File: src/rtl/regfile_writeback.sv
// regfile_writeback: write-side sequencer for the CPU register file.
// Merges ALU and load write requests into a small in-order FIFO and
// drains one registered write per cycle toward the register file.
// A per-register pending mask lets decode stall on RAW hazards.
// Optional feature macro: WB_FORWARD_EN (forwarding of buffered data by
// register address). The default build has fwd_hit/fwd_data tied to 0.
module regfile_writeback #(
  parameter int DATA_W = 32,
  parameter int ADDR_W = 4,
  parameter int DEPTH  = 4
) (
  input  logic                      clk,
  input  logic                      reset,
  input  logic                      alu_valid,
  output logic                      alu_ready,
  input  logic [ADDR_W-1:0]         alu_rd,
  input  logic [DATA_W-1:0]         alu_data,
  input  logic                      ld_valid,
  output logic                      ld_ready,
  input  logic [ADDR_W-1:0]         ld_rd,
  input  logic [DATA_W-1:0]         ld_data,
  input  logic                      wb_hold,
  output logic [ADDR_W-1:0]         rd_add,
  output logic [DATA_W-1:0]         write_data,
  output logic                      regf_write_CS,
  output logic [(2**ADDR_W)-1:0]    pending,
  output logic [$clog2(DEPTH):0]    fifo_count,
  input  logic [ADDR_W-1:0]         fwd_add,
  output logic                      fwd_hit,
  output logic [DATA_W-1:0]         fwd_data
);

  localparam int PTR_W = $clog2(DEPTH);
  localparam int CNT_W = PTR_W + 1;
  localparam int NREG  = 2 ** ADDR_W;

  // FIFO storage, indexed by pointers that wrap naturally (DEPTH is a power of two)
  logic [ADDR_W-1:0] rd_mem   [DEPTH];
  logic [DATA_W-1:0] data_mem [DEPTH];
  logic [PTR_W-1:0]  rd_ptr;
  logic [PTR_W-1:0]  wr_ptr;

  logic [CNT_W-1:0]  free_space;
  logic              alu_accept;
  logic              ld_accept;
  logic              alu_push;
  logic              ld_push;
  logic [1:0]        push_n;
  logic              pop;
  logic [PTR_W-1:0]  ld_slot;

  // Handshake decisions come only from the registered count; a pop in the
  // same cycle never creates extra room. The ALU owns the last free slot.
  always_comb begin
    free_space = CNT_W'(DEPTH) - fifo_count;
    alu_ready  = (free_space >= CNT_W'(1));
    ld_ready   = (free_space >= CNT_W'(2)) ||
                 ((free_space == CNT_W'(1)) && !alu_valid);
    alu_accept = alu_valid && alu_ready;
    ld_accept  = ld_valid && ld_ready;
    // Writes to x0 complete the handshake but are discarded here
    alu_push   = alu_accept && (alu_rd != '0);
    ld_push    = ld_accept && (ld_rd != '0);
    push_n     = {1'b0, alu_push} + {1'b0, ld_push};
    // The load lands behind the ALU entry so program order is preserved
    ld_slot    = wr_ptr + PTR_W'(alu_push);
    pop        = (fifo_count != '0) && !wb_hold;
  end

  // FIFO pointers, occupancy and the registered register-file write stage
  always_ff @(posedge clk) begin
    if (reset) begin
      rd_ptr        <= '0;
      wr_ptr        <= '0;
      fifo_count    <= '0;
      rd_add        <= '0;
      write_data    <= '0;
      regf_write_CS <= 1'b0;
      for (int i = 0; i < DEPTH; i++) begin
        rd_mem[i]   <= '0;
        data_mem[i] <= '0;
      end
    end else begin
      if (alu_push) begin
        rd_mem[wr_ptr]   <= alu_rd;
        data_mem[wr_ptr] <= alu_data;
      end
      if (ld_push) begin
        rd_mem[ld_slot]   <= ld_rd;
        data_mem[ld_slot] <= ld_data;
      end
      wr_ptr <= wr_ptr + PTR_W'(push_n);

      if (pop) begin
        regf_write_CS <= 1'b1;
        rd_add        <= rd_mem[rd_ptr];
        write_data    <= data_mem[rd_ptr];
        rd_ptr        <= rd_ptr + PTR_W'(1);
      end else begin
        regf_write_CS <= 1'b0;
      end

      fifo_count <= fifo_count + CNT_W'(push_n) - CNT_W'(pop);
    end
  end

  // Pending mask: every buffered destination plus the one being written now
  always_comb begin
    pending = '0;
    for (int k = 0; k < DEPTH; k++) begin
      if (CNT_W'(k) < fifo_count) begin
        pending[rd_mem[rd_ptr + PTR_W'(k)]] = 1'b1;
      end
    end
    if (regf_write_CS) begin
      pending[rd_add] = 1'b1;
    end
  end

`ifdef WB_FORWARD_EN
  // Forward the youngest buffered value for fwd_add; scanning oldest to
  // youngest after the output stage lets younger matches override older ones
  always_comb begin
    fwd_hit  = 1'b0;
    fwd_data = '0;
    if (fwd_add != '0) begin
      if (regf_write_CS && (rd_add == fwd_add)) begin
        fwd_hit  = 1'b1;
        fwd_data = write_data;
      end
      for (int k = 0; k < DEPTH; k++) begin
        if ((CNT_W'(k) < fifo_count) &&
            (rd_mem[rd_ptr + PTR_W'(k)] == fwd_add)) begin
          fwd_hit  = 1'b1;
          fwd_data = data_mem[rd_ptr + PTR_W'(k)];
        end
      end
    end
  end
`else
  logic unused_fwd_add;
  assign unused_fwd_add = ^fwd_add;
  assign fwd_hit        = 1'b0;
  assign fwd_data       = '0;
`endif

  // Unused width bits of NREG-sized mask are fully used; keep NREG referenced
  logic [NREG-1:0] unused_nreg_mask;
  assign unused_nreg_mask = pending;

endmodule

File: config.mk
export PLATFORM = sky130hd
export DESIGN_NAME = regfile_writeback
export DESIGN_NICKNAME = d
export VERILOG_FILES = /design/src/rtl/regfile_writeback.sv
export SDC_FILE = /design/constraint.sdc
export NUM_CORES = 1
export LEC_CHECK = 0
export BUFFER_PORTS_ARGS = -buffer_cell sky130_fd_sc_hd__buf_2
export CAP_MARGIN = 20
export CORE_ASPECT_RATIO = 1.5
export CORE_MARGIN = 2
export CORE_UTILIZATION = 50
export DETAILED_ROUTE_END_ITERATION = 6
export GPL_ROUTABILITY_DRIVEN = 0
export PLACE_DENSITY = 0.76
export SETUP_SLACK_MARGIN = 0.3
export SYNTH_ARGS = -nofsm -noshare
export SYNTH_HDL_FRONTEND = slang
export SYNTH_SLANG_ARGS = --single-unit
File: constraint.sdc
create_clock -name clk -period 6.65 [get_ports clk]
set_input_delay 0.3325 -clock clk [delete_from_list [all_inputs] [get_ports clk]]
set_output_delay 0.3325 -clock clk [all_outputs]
set_load 0.01 [all_outputs]
Yosys cells after proc, flatten, opt, wreduce, memory -nomap -nowiden
Memory sizes are Yosys's and may differ from the RTL's. A register that Yosys moved wholly into a read port is not among the register bits.
Index checks and enable logic that the tools add are counted.

word-level totals
  bits in registers = 12
  latch bits = 0
  memory bits (writable) = 144
  memory bits (read-only) = 0
  input port bits = 81
  output and inout port bits = 91
  word-level logic and storage cells = 96
  memories kept = 2

memory list
  memory    words  width  rd ports  clocked after Yosys merged registers in  wr ports  line  source
  data_mem  4      32     1         1                                        4         39    logic [DATA_W-1:0] data_mem [DEPTH];
  rd_mem    4      4      4         1                                        4         38    logic [ADDR_W-1:0] rd_mem [DEPTH];

cells by class
  add/sub/neg operators = 9
  multiply operators = 0
  divide/modulo/power cells = 0
  order comparisons = 16
  equality and inequality tests = 1
  shift operators = 0
  muxes and demuxes = 38
  bitwise logic cells = 4
  reductions and logical operators = 21

operators by type and width
  cell                   number
  $mux W16               5
  $mux W32               2
  $or A16 B16 Y16        4
  $reduce_or A32 Y1      2
  $lt A4 B5 Y1 const B   5
  $demux W1 S4           5
  $ge A4 B1 Y1 const B   5
  $mux W1                18
  $mux W2                6
  $logic_and A1 B1 Y1    11
  $mux W4                2
  $reduce_bool A4 Y1     2
  $reduce_or A4 Y1       2
  $lt A1 B3 Y1 const A   2
  $lt A2 B3 Y1 const A   2
  $add A2 B2 Y2 const B  2
  $add A3 B2 Y3          1
  $eq A3 B1 Y1 const B   1
  $ge A3 B1 Y1 const B   1
  $ge A3 B2 Y1 const B   1
  $reduce_bool A3 Y1     1
  $sub A3 B1 Y3          1
  $sub A3 B3 Y3 const A  1
  $add A1 B1 Y2          1
  5 further kinds        6

Depth between registers and ports, before layout
An unclocked memory read counts as a cell.

  depth after elaboration = 14
  gate-level depth with buffers = 15
  mapped depth without buffers = 15

Worst setup path after synthesis
Ideal clock, no wire load.

  path type = flip-flop to flip-flop
  from = register fifo_count[0]
  to = memory data_mem[2][0] (enable)
  setup time = 0.394 ns
  arrival time = 3.759 ns
  required time = 6.256 ns
  path slack = 2.498 ns
  cell stages (with the launch flop) = 14
  path buffers = 3
  clock period less this slack = 4.152 ns
  cells stage by stage = dfxtp_1 -> inv_1 -> ha_1 -> ha_1 -> nor4b_4 -> nor2_1 -> ha_1 -> xnor2_1 -> a2111oi_2 -> buf_4 -> nand2b_2 -> buf_6 -> buf_6 -> nand2_1

RTL lines
  what                    line  source
  from (decl)             27    output logic [$clog2(DEPTH):0] fifo_count,
  from (signal assigned)  103   fifo_count <= fifo_count + CNT_W'(push_n) - CNT_W'(pop);
  to (decl)               39

==> results.cfg <==
[yosys]
seq_area_frac_synth = 0.475
avgSynthCellArea_sq_um = 10.6
synth_top_family_by_area = multiplexers
synth_xor_area_frac = 0.00555
synthAdderAreaFrac = 0.0131
synth.top_cell.area_share = 0.391
ys_ff_latch = 190
yosysWarnings = 0
synth_edf_count = 144
synthSimpleGateAreaFrac = 0.168
async_flop_share = 0
yosysTopAreaCell = edfxtp_1
synthFlopType = edfxtp_1
synth_compound_area_frac = 0.0630
synth_area_leaders = edfxtp_1 39%, mux2i_1 11%, mux4_2 9.2%
synth.area.mux_share = 0.207
synth_area_sq_um = 11000
ys_types = 54
post_synth_inst_count = 1042

[global_routing]
grt_pass1_vias = 8280
grt.overflow.total = 0
antenna_found_initial = 1
track_usage = 0.247
grt_max_degree = 56
grt_pass1_wl_mm = 44.5

[setup_path]
critPathArrivalTime_ns = 4.73
cp_num_buf_inv = 2
cp-end-kind = flip-flop
startpoint_type = flip-flop
slowest_delay_ns = 0.92
critPathMostFrequentCell = ha_1
critPathTopFamily = compound AO/OA/AOI/OAI gates
cp.required_ns = 6.70
path_cells = inv_1 > ha_1 > ha_1 > nor4b_4 > nor2_1 > ha_1 > xnor2_1 > a2111oi_4 > and2_1 > buf_4 > a311o_2
cp_slowest_cell = a311o_2
critPathKind = reg -> reg
cp_max_fo = 37

[timing]
holdWs_ns = 0.200
finClkSkew_ns = 0.00813
period_needed_ns = 4.67
setup_ws_ns = 1.98
slew_viol_final = 0
fmax_mhz = 214
finalSetupViolCount = 0
worst-slew-pin-transition_ns = 1.10
hold_viol = 0
slew_headroom = 0.267
fin_setup_tns_ns = 0
rsz0062_at_grt = no
fin_crit_sh = 0.703

[routing]
wl_per_cell_um = 20.3
drc = 0
first_pass_iters = 5
viasPerCell = 5.96
drtIter0Drc = 903
vias = 8506
drtAntennaViolNets = 0
drt_wl_total_mm = 28.9

[die]
fp-row-count = 66
die_w_um = 125
fp.dieH_um = 186
die_area_sq_um = 23300
coreArea_sq_um = 21700
start_util = 0.509
io_pins = 172

[outcome]
status = completed

[run]
maxCapViolCount = 0

[final_layout]
drive_gt1_frac = 0.218
areaGrowthSynthToFinish_pct = 11.5
final_nets = 1234
nFillCells = 1805

[clock_tree]
postCtsSetupBuffers = 0
hold_buffers = 0
path_clk_slew_ns = 0.08
ctsHtreeMaxLevel = 4
cts_resized = 0
cts_buffers = 17
cts_tree = yes
clkSinkCount = 190
insertion_delay_ns = 0.44
root_buffer = clkbuf_16
clock_path_buffers = 2

[placement]
port_buffers = 134
place_hpwl_mm = 18.3
dp_slack_ns = 2.01

[power]
p_per_area_nw_per_um2 = 379
max-vdd-ir-drop_mv = 0.185
p_leak_uw = 0.00533

[hold_path]
hold_path.class = in -> reg
## area by class of cell
type	instances	area, sq um	area share
timing repair buffer	149	783	0.0636
antenna	1	2.50	0.000203
inverter	47	176	0.0143
clock inverter	15	145	0.0118
sequential	190	5250	0.426
tap	272	340	0.0276
multi-input combinational	737	5200	0.422
clock buffer	17	425	0.0345
## report_power, final
part	internal, uW	total (uW)	switching, uW
Combinational	730	1800	1070
Clock	500	990	490
Sequential	1650	1880	225
Total	2880	4670	1790
## synthesized netlist by cell type (5+ instances only)
master      n
nand2_1   227
edfxtp_1  144
mux2i_1   118
nand3_1    62
inv_1      47
dfxtp_1    46
mux4_2     45
buf_4      40
a21oi_1    38
o21ai_0    37
clkbuf_1   33
nor2_1     33
buf_2      19
nand4_1    19
nor2b_1    17
a31oi_1    14
ha_1       10
o211ai_1    9
mux2_2      8
nor3_1      8
and2_1      7
nand3b_1    6
xnor2_1     6
nand2b_1    5
## sequential cells by signal, summed over array words and instances (netlist names), named ones only
signal / flops
data_mem: 128
regf_write_CS: 1
rd_add: 4
wr_ptr: 2
rd_ptr: 2
write_data: 32
rd_mem: 16
fifo_count: 3
## layout by cell type, fill, tap and decap left out, drive strengths merged, types with 6 or more instances in the layout
cell and instances:
a21oi 38, a31oi 14, and2 8, buf 149
clkbuf 17, conb 33, dfxtp 46, edfxtp 144
ha 10, inv 57, mux2 8, mux2i 118
mux4 45, nand2 227, nand2b 6, nand3 62
nand3b 6, nand4 19, nor2 33, nor2b 17
nor3 9, o211ai 9, o21ai 38, xnor2 6
## per-stage QoR
stage	instances	instance area, sq um	power [uW]	utilization
floorplan	1074	11200	3150	-
global placement	1395	11800	3640	0.541
detailed placement	1395	11800	3680	0.541
CTS	1427	12300	4660	0.567
global route	1428	12300	4900	0.567
finish	1428	12300	4670	0.567
## layer usage
metal | vias to the layer above | GRT usage | routed length [um]
met1 | 4033 | 0.294 | 10200
met5 | - | 0 | 0
met2 | 501 | 0.443 | 15200
met4 | 0 | 0.129 | 1210
met3 | 83 | 0.0253 | 2310
li1 | 3889 | - | -
## worst min-delay path, cell delays in order
cell and delay [ns]:
buf_2 0.08, nand3_1 0.05, o21ai_0 0.06
## kinds of logic (layout without fill, tap and decap cells)
kind of cell    count (synthesis)  in the layout
other cells                     1             34
fa+ha+maj                      11             11
xor+xnor                        7              7
mux                           171            171
simple gates                  400            400
flops                         190            190
compound gates                115            115
buf+inv                       147            228
## worst paths after layout
path,startpoint,end,slack (ns),depth (start not counted)
setup / recovery,fifo_count[0]$_SDFF_PP0_,data_mem[3][16]$_DFFE_PP_,1.98,11
setup reg to reg,fifo_count[0]$_SDFF_PP0_,data_mem[3][16]$_DFFE_PP_,1.98,11
hold / removal,ld_data[12],data_mem[3][12]$_DFFE_PP_,0.20,3
hold reg to reg,write_data[29]$_SDFFE_PP0P_,write_data[29]$_SDFFE_PP0P_,0.45,2
Power figures use the tool's default switching activity.
